==> src/rtl/game_timer_pkg.sv <==
// Shared definitions for the game timer: FSM states, seconds limits and a
// helper that folds MM:SS into total seconds.
package game_timer_pkg;

  typedef enum logic [1:0] {
    ST_IDLE  = 2'd0,
    ST_RUN   = 2'd1,
    ST_PAUSE = 2'd2,
    ST_DONE  = 2'd3
  } state_t;

  localparam int SEC_MAX     = 59;
  localparam int SEC_PER_MIN = 60;

  // 12 bits hold 63:59 (3839 s) with headroom for a 60 s step.
  function automatic logic [11:0] to_secs(input logic [5:0] mm, input logic [5:0] ss);
    return 12'(mm) * 12'(SEC_PER_MIN) + 12'(ss);
  endfunction

endpackage

==> src/rtl/game_timer_if.sv <==
// Control and display bundle between the game FSM / display driver and the
// game timer.
interface game_timer_if #(
  parameter int TIMER_W = 11
);
  logic               start;
  logic               pause;
  logic               clear;
  logic               mode_down;
  logic [5:0]         load_min;
  logic [5:0]         load_sec;
  logic               penalty_en;
  logic [5:0]         penalty_sec;
  logic               tick;
  logic [5:0]         seconds;
  logic [5:0]         minutes;
  logic [TIMER_W-1:0] timer;
  logic               running;
  logic               expired;

  modport master (
    output start, pause, clear, mode_down, load_min, load_sec, penalty_en, penalty_sec,
    input  tick, seconds, minutes, timer, running, expired
  );

  modport slave (
    input  start, pause, clear, mode_down, load_min, load_sec, penalty_en, penalty_sec,
    output tick, seconds, minutes, timer, running, expired
  );

endinterface

==> src/rtl/game_timer_tick_gen.sv <==
// Prescaler producing a one-cycle enable every DIV enabled clocks; holds its
// partial count while en is low so a paused period resumes where it stopped.
module game_timer_tick_gen #(
  parameter int DIV = 4
) (
  input  logic clk,
  input  logic reset_n,
  input  logic en,
  input  logic clr,
  output logic tick
);
  localparam int CNT_W = (DIV > 1) ? $clog2(DIV) : 1;

  logic [CNT_W-1:0] cnt;

  assign tick = en && (cnt == CNT_W'(DIV - 1));

  always_ff @(posedge clk) begin
    if (!reset_n) begin
      cnt <= '0;
    end else if (clr) begin
      cnt <= '0;
    end else if (en) begin
      cnt <= tick ? '0 : cnt + CNT_W'(1);
    end
  end

endmodule

==> src/rtl/game_timer.sv <==
// Game clock: MM:SS up or down count with pause, penalty seconds and a sticky
// expiry flag, advanced by a prescaler clock-enable in the clk domain.
module game_timer
  import game_timer_pkg::*;
#(
  parameter int CLK_FREQ    = 50_000_000,
  parameter int TICK_HZ     = 1,
  parameter int MAX_MINUTES = 30,
  parameter int TIMER_W     = 11
) (
  input  logic        clk,
  input  logic        reset_n,
  game_timer_if.slave bus
);
  localparam int          DIV    = CLK_FREQ / TICK_HZ;
  localparam logic [11:0] CEIL_S = 12'(MAX_MINUTES * SEC_PER_MIN);
  localparam logic [5:0]  MAX_MM = 6'(MAX_MINUTES);
  localparam logic [5:0]  MAX_SS = 6'(SEC_MAX);
  localparam logic [7:0]  MIN_S8 = 8'(SEC_PER_MIN);

  function automatic logic [5:0] clamp6(input logic [5:0] v, input logic [5:0] lim);
    return (v > lim) ? lim : v;
  endfunction

  function automatic logic [TIMER_W-1:0] sat_inc(input logic [TIMER_W-1:0] v);
    return (&v) ? v : v + TIMER_W'(1);
  endfunction

  state_t             state, state_nxt;
  logic               mode_q;
  logic [5:0]         mm_q, ss_q, mm_nxt, ss_nxt;
  logic [TIMER_W-1:0] timer_q;
  logic               tick_p1;
  logic               tick_int, pre_en, pre_clr;
  logic               start_ok, active, pen_ok, hit;
  logic [5:0]         pen;
  logic [11:0]        cur_s, delta;
  logic [7:0]         ss_w, d_w;

  assign start_ok = bus.start && (state == ST_IDLE || state == ST_DONE);
  assign active   = (state == ST_RUN) || (state == ST_PAUSE);
  assign pen_ok   = bus.penalty_en && active;
  assign pre_clr  = bus.clear || start_ok;
  assign pre_en   = (state == ST_RUN) && !bus.pause;

  game_timer_tick_gen #(.DIV(DIV)) u_tick_gen (
    .clk     (clk),
    .reset_n (reset_n),
    .en      (pre_en),
    .clr     (pre_clr),
    .tick    (tick_int)
  );

  // Tick and penalty merge into one delta (at most 60 s), so a single
  // carry or borrow between SS and MM is always enough.
  always_comb begin
    pen    = pen_ok ? clamp6(bus.penalty_sec, MAX_SS) : 6'd0;
    cur_s  = to_secs(mm_q, ss_q);
    delta  = 12'(pen) + 12'(tick_int);
    ss_w   = 8'(ss_q);
    d_w    = delta[7:0];
    mm_nxt = mm_q;
    ss_nxt = ss_q;
    hit    = 1'b0;
    if (!mode_q) begin
      if (cur_s + delta >= CEIL_S) begin
        mm_nxt = MAX_MM;
        ss_nxt = 6'd0;
        hit    = 1'b1;
      end else if (ss_w + d_w >= MIN_S8) begin
        ss_nxt = 6'(ss_w + d_w - MIN_S8);
        mm_nxt = mm_q + 6'd1;
      end else begin
        ss_nxt = 6'(ss_w + d_w);
      end
    end else begin
      if (cur_s <= delta) begin
        mm_nxt = 6'd0;
        ss_nxt = 6'd0;
        hit    = 1'b1;
      end else if (ss_w >= d_w) begin
        ss_nxt = 6'(ss_w - d_w);
      end else begin
        ss_nxt = 6'(ss_w + MIN_S8 - d_w);
        mm_nxt = mm_q - 6'd1;
      end
    end
  end

  always_ff @(posedge clk) begin
    if (!reset_n) state <= ST_IDLE;
    else          state <= state_nxt;
  end

  always_comb begin
    state_nxt = state;
    if (bus.clear) begin
      state_nxt = ST_IDLE;
    end else begin
      case (state)
        ST_IDLE, ST_DONE: if (bus.start) state_nxt = ST_RUN;
        ST_RUN: begin
          if (hit)            state_nxt = ST_DONE;
          else if (bus.pause) state_nxt = ST_PAUSE;
        end
        ST_PAUSE: begin
          if (hit)             state_nxt = ST_DONE;
          else if (!bus.pause) state_nxt = ST_RUN;
        end
        default: state_nxt = ST_IDLE;
      endcase
    end
  end

  // The tick that lands on the limit is counted in timer but not pulsed,
  // since the timer is already DONE when the pulse would be visible.
  always_ff @(posedge clk) begin
    if (!reset_n || bus.clear) begin
      mode_q  <= 1'b0;
      mm_q    <= 6'd0;
      ss_q    <= 6'd0;
      timer_q <= '0;
      tick_p1 <= 1'b0;
    end else if (start_ok) begin
      mode_q  <= bus.mode_down;
      mm_q    <= bus.mode_down ? clamp6(bus.load_min, MAX_MM) : 6'd0;
      ss_q    <= bus.mode_down ? clamp6(bus.load_sec, MAX_SS) : 6'd0;
      timer_q <= '0;
      tick_p1 <= 1'b0;
    end else if (active) begin
      mm_q    <= mm_nxt;
      ss_q    <= ss_nxt;
      if (tick_int) timer_q <= sat_inc(timer_q);
      tick_p1 <= tick_int && !hit;
    end else begin
      tick_p1 <= 1'b0;
    end
  end

  assign bus.tick    = tick_p1;
  assign bus.seconds = ss_q;
  assign bus.minutes = mm_q;
  assign bus.timer   = timer_q;
  assign bus.running = (state == ST_RUN);
  assign bus.expired = (state == ST_DONE);

endmodule

==> src/flat_wrapper.sv <==
// flat-port wrapper written by rule: the top's interface ports become plain ports
module game_timer_flat import game_timer_pkg::*;
#(
  parameter int CLK_FREQ    = 50_000_000,
  parameter int TICK_HZ     = 1,
  parameter int MAX_MINUTES = 30,
  parameter int TIMER_W     = 11
)
  (clk, reset_n, bus_start, bus_pause, bus_clear, bus_mode_down, bus_load_min, bus_load_sec, bus_penalty_en, bus_penalty_sec, bus_tick, bus_seconds, bus_minutes, bus_timer, bus_running, bus_expired);
  game_timer_if #(.TIMER_W(TIMER_W)) bus_i ();
  input  logic clk;
  input  logic reset_n;
  input wire logic [$bits(bus_i.start)-1:0] bus_start;
  input wire logic [$bits(bus_i.pause)-1:0] bus_pause;
  input wire logic [$bits(bus_i.clear)-1:0] bus_clear;
  input wire logic [$bits(bus_i.mode_down)-1:0] bus_mode_down;
  input wire logic [$bits(bus_i.load_min)-1:0] bus_load_min;
  input wire logic [$bits(bus_i.load_sec)-1:0] bus_load_sec;
  input wire logic [$bits(bus_i.penalty_en)-1:0] bus_penalty_en;
  input wire logic [$bits(bus_i.penalty_sec)-1:0] bus_penalty_sec;
  output wire logic [$bits(bus_i.tick)-1:0] bus_tick;
  output wire logic [$bits(bus_i.seconds)-1:0] bus_seconds;
  output wire logic [$bits(bus_i.minutes)-1:0] bus_minutes;
  output wire logic [$bits(bus_i.timer)-1:0] bus_timer;
  output wire logic [$bits(bus_i.running)-1:0] bus_running;
  output wire logic [$bits(bus_i.expired)-1:0] bus_expired;
  assign bus_i.start = bus_start;
  assign bus_i.pause = bus_pause;
  assign bus_i.clear = bus_clear;
  assign bus_i.mode_down = bus_mode_down;
  assign bus_i.load_min = bus_load_min;
  assign bus_i.load_sec = bus_load_sec;
  assign bus_i.penalty_en = bus_penalty_en;
  assign bus_i.penalty_sec = bus_penalty_sec;
  assign bus_tick = bus_i.tick;
  assign bus_seconds = bus_i.seconds;
  assign bus_minutes = bus_i.minutes;
  assign bus_timer = bus_i.timer;
  assign bus_running = bus_i.running;
  assign bus_expired = bus_i.expired;
  game_timer #(.CLK_FREQ(CLK_FREQ), .TICK_HZ(TICK_HZ), .MAX_MINUTES(MAX_MINUTES), .TIMER_W(TIMER_W)) u_core (.clk(clk), .reset_n(reset_n), .bus(bus_i));
endmodule
==> config.mk <==
export PLATFORM = sky130hd
export DESIGN_NAME = game_timer_flat
export DESIGN_NICKNAME = d
export VERILOG_FILES = /design/src/rtl/game_timer_pkg.sv /design/src/rtl/game_timer_if.sv /design/src/rtl/game_timer_tick_gen.sv /design/src/rtl/game_timer.sv /design/src/flat_wrapper.sv
export SDC_FILE = /design/constraint.sdc
export NUM_CORES = 1
export LEC_CHECK = 0
export CORE_MARGIN = 4
export CORE_UTILIZATION = 45
export CTS_BUF_LIST = sky130_fd_sc_hd__clkbuf_8
export DETAILED_ROUTE_END_ITERATION = 10
export DONT_BUFFER_PORTS = 1
export GPL_ROUTABILITY_DRIVEN = 0
export PLACE_DENSITY = 0.65
export SYNTH_ARGS = -nofsm -noshare
export SYNTH_HDL_FRONTEND = slang
export SYNTH_SLANG_ARGS = --single-unit
export TNS_END_PERCENT = 50
==> constraint.sdc <==
create_clock -name clk -period 6.7 [get_ports clk]
set_clock_uncertainty 0.1 [all_clocks]
set_input_delay 0.67 -clock clk [delete_from_list [all_inputs] [get_ports clk]]
set_output_delay 0.67 -clock clk [all_outputs]
set_load 0.05 [all_outputs]
# Word level (Yosys, flattened, before mapping)
# Cells that the tools add are included.
totals:
  reg_bits: 53
  in_bits: 25
  out_inout_bits: 26
classes:
  n_eq_ne: 8
  n_addsub: 12
  muxes: 30
  magnitude_cmp: 7
  reduce_logical: 24
  bitwise: 3
  mul: 1
ops:
  columns: ["op", "count"]
  rows:
  - ["$mux 6", 20]
  - ["$add 26x1->26 const B", 1]
  - ["$eq 26x26->1 const B", 1]
  - ["$mux 26", 1]
  - ["$add 12x6->12", 1]
  - ["$add 12x7->12", 1]
  - ["$ge 12x11->1 const B", 1]
  - ["$gt 6x6->1 const B", 2]
  - ["$le 12x7->1", 1]
  - ["$sub 6x6->6", 2]
  - ["$add 11x1->11 const B", 1]
  - ["$reduce_and 11->1", 1]
  - ["$mul 6x4->10 const B", 1]
  - ["$mux 2", 5]
  - ["$reduce_and 3->1", 3]
  - ["$add 6x7->8", 1]
  - ["$ge 8x6->1 const B", 1]
  - ["$reduce_or 2->1", 4]
  - ["$add 6x1->7", 1]
  - ["$ge 6x7->1", 1]
  - ["$add 6x1->6 const B", 1]
  - ["$add 6x6->6 const B", 1]
  - ["$gt 6x5->1 const B", 1]
  - ["$ne 3x2->1 const B", 2]
  - ["16 further kinds", 30]

# Depth between registers and ports, before layout
logic_depth:
  word_depth: 12
  ltp_mapped: 25

# Modules after synthesis
# A second synthesis with hierarchy kept.
unflattened:
  cells_unflattened: 650
  area_unflattened_um2: 5323.9
by_module_without_submodules:
  columns: ["module", "cells_each", "seq_area_each_um2", "area_per_inst_um2", "n_inst"]
  rows:
  - ["game_timer", 498, 540.5, 4068.9, 1]
  - ["game_timer_tick_gen", 152, 520.5, 1255.0, 1]

# Least setup slack after synthesis
# Ideal clock, no wire load.
synth_timing:
  path_kind: "flip-flop to flip-flop"
  start: "register u_core.mm_q[2], in the netlist u_core.bus.minutes[2]"
  end: "register u_core.state[0]"
  path_slack_ns: 1.044
  arrival_time_ns: 5.428
  stages_incl_launch_ff: 23
  n_path_buf: 2
  period_less_slack_ns: 5.656
  cell_sequence: "dfxtp_1 > fa_1 > inv_1 > fa_1 > fa_1 > inv_1 > ha_1 > o21a_1 > nor2_1 > xnor2_1 > ha_1 > inv_1 > or3_1 > o221ai_1 > o2bb2ai_1 > o2111a_1 > o21a_1 > a211o_1 > buf_4 > and2_4 > buf_6 > a2111oi_2 > nor3_1"
synth_between:
  elab_chain_len: 8
  word_cells_on_any_way: 14
  classes_between: "add/sub (2); mul (1); order compare (2); eq/ne (2); mux (6); reduce/logical (1)"
synth_rtl:
  columns: ["item", "line_no", "rtl"]
  rows:
  - ["start: declaration", "game_timer.sv:31", "logic [5:0] mm_q, ss_q, mm_nxt, ss_nxt;"]
  - ["start signal: assignment", "game_timer.sv:126", "mm_q <= bus.mode_down ? clamp6(bus.load_min, MAX_MM) : 6'd0;"]
  - ["start signal: assignment", "game_timer.sv:131", "mm_q <= mm_nxt;"]
  - ["$mul 6x4->10 (*)", "game_timer_pkg.sv:17", "return 12'(mm) * 12'(SEC_PER_MIN) + 12'(ss);"]
  - ["$add 12x6->12 (*)", "game_timer_pkg.sv:17", null]
  - ["$add 12x7->12", "game_timer.sv:66", "if (cur_s + delta >= CEIL_S) begin"]
  - ["$ge 12x11->1", "game_timer.sv:66", null]
  - ["$mux 1", "game_timer.sv:66", null]
  - ["$mux 1 (*)", "game_timer.sv:65", "if (!mode_q) begin"]
  - ["$ne 3x2->1 (no line), or another cell as far along", null, null]
  - ["$reduce_and 3->1 (no line) / $pmux 2 s3 (equally long branches)", null, null]
  - ["end signal: assignment", "game_timer.sv:92", "else state <= state_nxt;"]
  - ["end: declaration", "game_timer.sv:29", "state_t state, state_nxt;"]
# Mark *: on every way between the ends. The rest lies on a longest branch, timed or not.
# A chain may end at the register's enable or synchronous reset.

# Final worst setup path
layout_timing:
  start: "register u_core.state[0]"
  end: "register u_core.mm_q[2], in the netlist u_core.bus.minutes[2]"
layout_between:
  elab_chain_len: 11
  word_cells_on_any_way: 27
  classes_between: "add/sub (3); order compare (4); eq/ne (4); mux (6); reduce/logical (10)"
layout_rtl:
  columns: ["item", "line_no", "rtl"]
  rows:
  - ["$eq 2x1->1 (*)", null, null]
  - ["via bus_running", "flat_wrapper.sv:25", "output wire logic [$bits(bus_i.running)-1:0] bus_running;"]
  - ["$logic_or 1x1->1", "game_timer.sv:41", "assign active = (state == ST_RUN) || (state == ST_PAUSE);"]
  - ["$logic_and 1x1->1", "game_timer.sv:42", "assign pen_ok = bus.penalty_en && active;"]
  - ["$mux 6", "game_timer.sv:57", "pen = pen_ok ? clamp6(bus.penalty_sec, MAX_SS) : 6'd0;"]
  - ["$add 6x1->7", "game_timer.sv:59", "delta = 12'(pen) + 12'(tick_int);"]
  - ["$add 12x7->12", "game_timer.sv:66", null]
  - ["$ge 12x11->1", "game_timer.sv:66", null]
  - ["$mux 6", "game_timer.sv:66", null]
  - ["$mux 6", "game_timer.sv:65", null]
  - ["$mux 6", "game_timer.sv:130", "end else if (active) begin"]
  - ["$mux 6", "game_timer.sv:124", "end else if (start_ok) begin"]
# The timed path passes the listed nets; every way through them passes the cells marked *. The select of a mux whose other input is x is not followed.

==> results.py <==
metrics = {
    "outcome": {
        "status": "complete, no violations",
    },
    "detailed_routing": {
        "via_count": 4718,
        "first_iter_violations": 335,
        "firstDrtPassIters": 4,
        "routed_wirelength_microns": 12880,
        "wl_per_cell_microns": 15.84,
        "antenna_left": 0,
        "drcViolationCount": 0,
        "drt-vias-per-instance": 5.803,
    },
    "cts": {
        "ctsLongestPathBuffers": 2,
        "postCtsSetupBuffers": 0,
        "cts_tree": "yes",
        "clock_sinks": 53,
        "clock_latency_ns": 0.31,
        "htreeDepth": 2,
        "clk_pin_slew_ns": 0.10,
        "root_buffer": "clkbuf_8",
        "cts_buffers": 5,
    },
    "logic_synthesis": {
        "synth_edf_count": 0,
        "ys_types": 72,
        "ys_warn_count": 0,
        "ys_ff_latch": 53,
        "yosysSeqAreaShare_pct": 19.84,
        "synthFlopType": "dfxtp_1",
        "syn-instance-count": 676,
        "synthesis.nets": 778,
        "ys_async_sr_fraction_pct": 0,
        "syn_area_per_cell_sq_um": 7.913,
        "syn_area_sq_um": 5349,
    },
    "critical_path": {
        "cp_top_family": "compound AO/OA/AOI/OAI gates",
        "arrival_ns": 6.01,
        "cp-start-kind": "flop",
        "critPathSlowestCell": "a211o_1",
        "crit_path_max_incr_delay_ns": 0.46,
        "cp_cell_sequence": "ha_2 > nor2b_1 > buf_4 > nand2_1 > nor2_1 > nand4_1 > inv_1 > ha_1 > ha_1 > a31oi_1 > a41oi_1 > and2_1 > ha_1 > a21oi_1 > nand2_1 > or3_1 > o2bb2ai_1 > o2111a_1 > o21a_1 > a211o_1 > o22a_1 > o21ai_0 > a31oi_1",
        "path_class": "flop to flop",
        "endpoint_kind": "flop",
        "cp_max_fo": 12,
        "cp.required_ns": 6.78,
        "path_common_cell": "ha_1",
        "crit_buf_inv": 2,
    },
    "power": {
        "ir_worst_vdd_mv": 0.1087,
        "leakage_nw": 2.351,
        "powerDensity_nw_per_um2": 144.9,
    },
    "run": {
        "drv_cap": 0,
    },
    "timing": {
        "hold_slack_ns": 0.4066,
        "slew_violations": 0,
        "rsz0062_at_grt": "no",
        "hold_violations": 0,
        "worst_pin_slew_ns": 0.8292,
        "slew_headroom_pct": 44.61,
        "setup-violations-final": 0,
        "final.min_clock_period_ns": 5.932,
        "max_freq_mhz": 168.6,
        "finalCritPeriodShare_pct": 88.53,
        "timing.setup.tns_ns": 0,
    },
    "place": {
        "dp.final_hpwl_microns": 10340,
        "numPortBuffers": 0,
    },
    "global_route": {
        "grt_pass1_wl_microns": 20780,
        "grt_max_degree": 24,
        "grt_overflow": 0,
        "antenna_found_initial": 0,
        "grt_pass1_vias": 4450,
        "grt_usage_pct": 18.51,
    },
    "layout": {
        "syn_to_final_growth_pct": 4.842,
        "final_common_cell": "nor2_1",
        "antennaDiodeCount": 0,
        "fill_cells": 1108,
        "drive_gt1_share_pct": 4.776,
        "multi_input_area_sq_um": 3955,
        "seq_area_sq_um": 1061,
        "most-common-layout-cells": "nor2_1, inv_1, ha_1",
        "layout.nets": 771,
    },
    "die": {
        "start_util_pct": 46.45,
        "die_x_microns": 117.0,
        "pin_count": 51,
        "core_area_sq_um": 11520,
        "die-area_sq_um": 13690,
        "fp.dieH_microns": 117.0,
        "rows": 39,
    },
    "min_path": {
        "hold_class": "flop to flop",
    },
}
-- Yosys cell counts (6+ instances only) --
master,count,area (sq um)
nand2_1,43,161.4
or3_1,8,50.05
a21oi_1,26,130.1
a31oi_1,14,87.58
nor2b_1,10,62.56
and2_1,6,37.54
nor2_1,79,296.5
a21o_1,11,82.58
nor3_1,9,45.04
a211oi_1,7,52.55
o21a_1,8,60.06
nand2b_1,6,37.54
nand4_1,12,75.07
clkbuf_1,14,52.55
xor2_1,32,280.3
o21ai_0,24,120.1
ha_1,63,788.3
dfxtp_1,53,1061
nand3_1,33,165.2
xnor2_1,29,254.0
and3_1,11,68.82
inv_1,64,240.2
fa_1,14,280.3
o211ai_1,9,67.56
-- cell families (layout without fill, tap and decap cells) --
group,count (synthesis),in the layout,synth area share [%]
AND/OR/NAND/NOR,241,241,22.46
AO/OA/AOI/OAI,154,154,20.66
buffers and inverters,85,79,6.269
adder cells (fa/ha/maj),77,77,19.98
XOR/XNOR,62,62,10.29
flip-flops,53,53,19.84
other,2,2,0.1404
multiplexers,2,2,0.3743
-- timing repair --
item | CTS | global route
endpoints found under the setup margin | 0 | 3
resized for setup | 0 | 1
hold buffers | 0 | 0
-- final cells by class --
type / count / share of cell area (%)
inverter: 64 / 4.284
clock inverter: 2 / 0.6693
timing repair buffer: 7 / 0.9371
sequential: 53 / 18.92
multi-input combinational: 538 / 70.53
clock buffer: 6 / 1.473
tap: 143 / 3.191
-- flip-flops by register name (all words and copies together) (netlist names) --
signal                 flops
u_core.u_tick_gen.cnt     26
u_core.bus.tick            1
u_core.bus.timer          11
u_core.bus.minutes         6
u_core.state               2
u_core.bus.seconds         6
u_core.mode_q              1
-- tightest hold or removal path, delay by kind of cell, from the launching register on --
kind / cells / cell delay, ns
simple gates: 1 / 0.07
flops: 1 / 0.35
compound gates: 1 / 0.05
-- routing by layer --
metal | wire length, microns | vias to the layer above | track usage, %
met4 | 174 | 0 | 3.823
li1 | - | 2363 | -
met3 | 977 | 12 | 4.576
met2 | 5601 | 136 | 29.69
met5 | 0 | - | 0
met1 | 6128 | 2207 | 25.39
-- path summary, 6_finish.rpt --
check	cells after the start	to	slack, ns	startpoint
max	23	u_core.bus.minutes[2]	0.77	u_core.state[0]
min	2	u_core.u_tick_gen.cnt[1]	0.41	u_core.u_tick_gen.cnt[1]
max reg2reg	23	u_core.bus.minutes[2]	0.77	u_core.state[0]
min reg2reg	2	u_core.u_tick_gen.cnt[1]	0.41	u_core.u_tick_gen.cnt[1]
-- power by group --
group | internal [mW] | switching, mW
Clock | 0.122 | 0.107
Sequential | 0.318 | 0.0109
Combinational | 0.0960 | 0.159
Total | 0.536 | 0.277
-- stage by stage --
stage	utilization (%)	power, mW	worst slack [ns]	instance area (sq um)	std cells
after global placement	47.63	0.5837	0.9596	5485	805
after floorplan	-	0.5368	1.044	5349	676
after detailed placement	47.63	0.5884	0.6160	5485	805
after global routing	48.70	0.8573	0.1266	5608	813
after CTS	48.67	0.8155	0.5907	5605	813
final	48.70	0.8126	0.7682	5608	813
No activity file was read; power rests on OpenSTA's default activity.
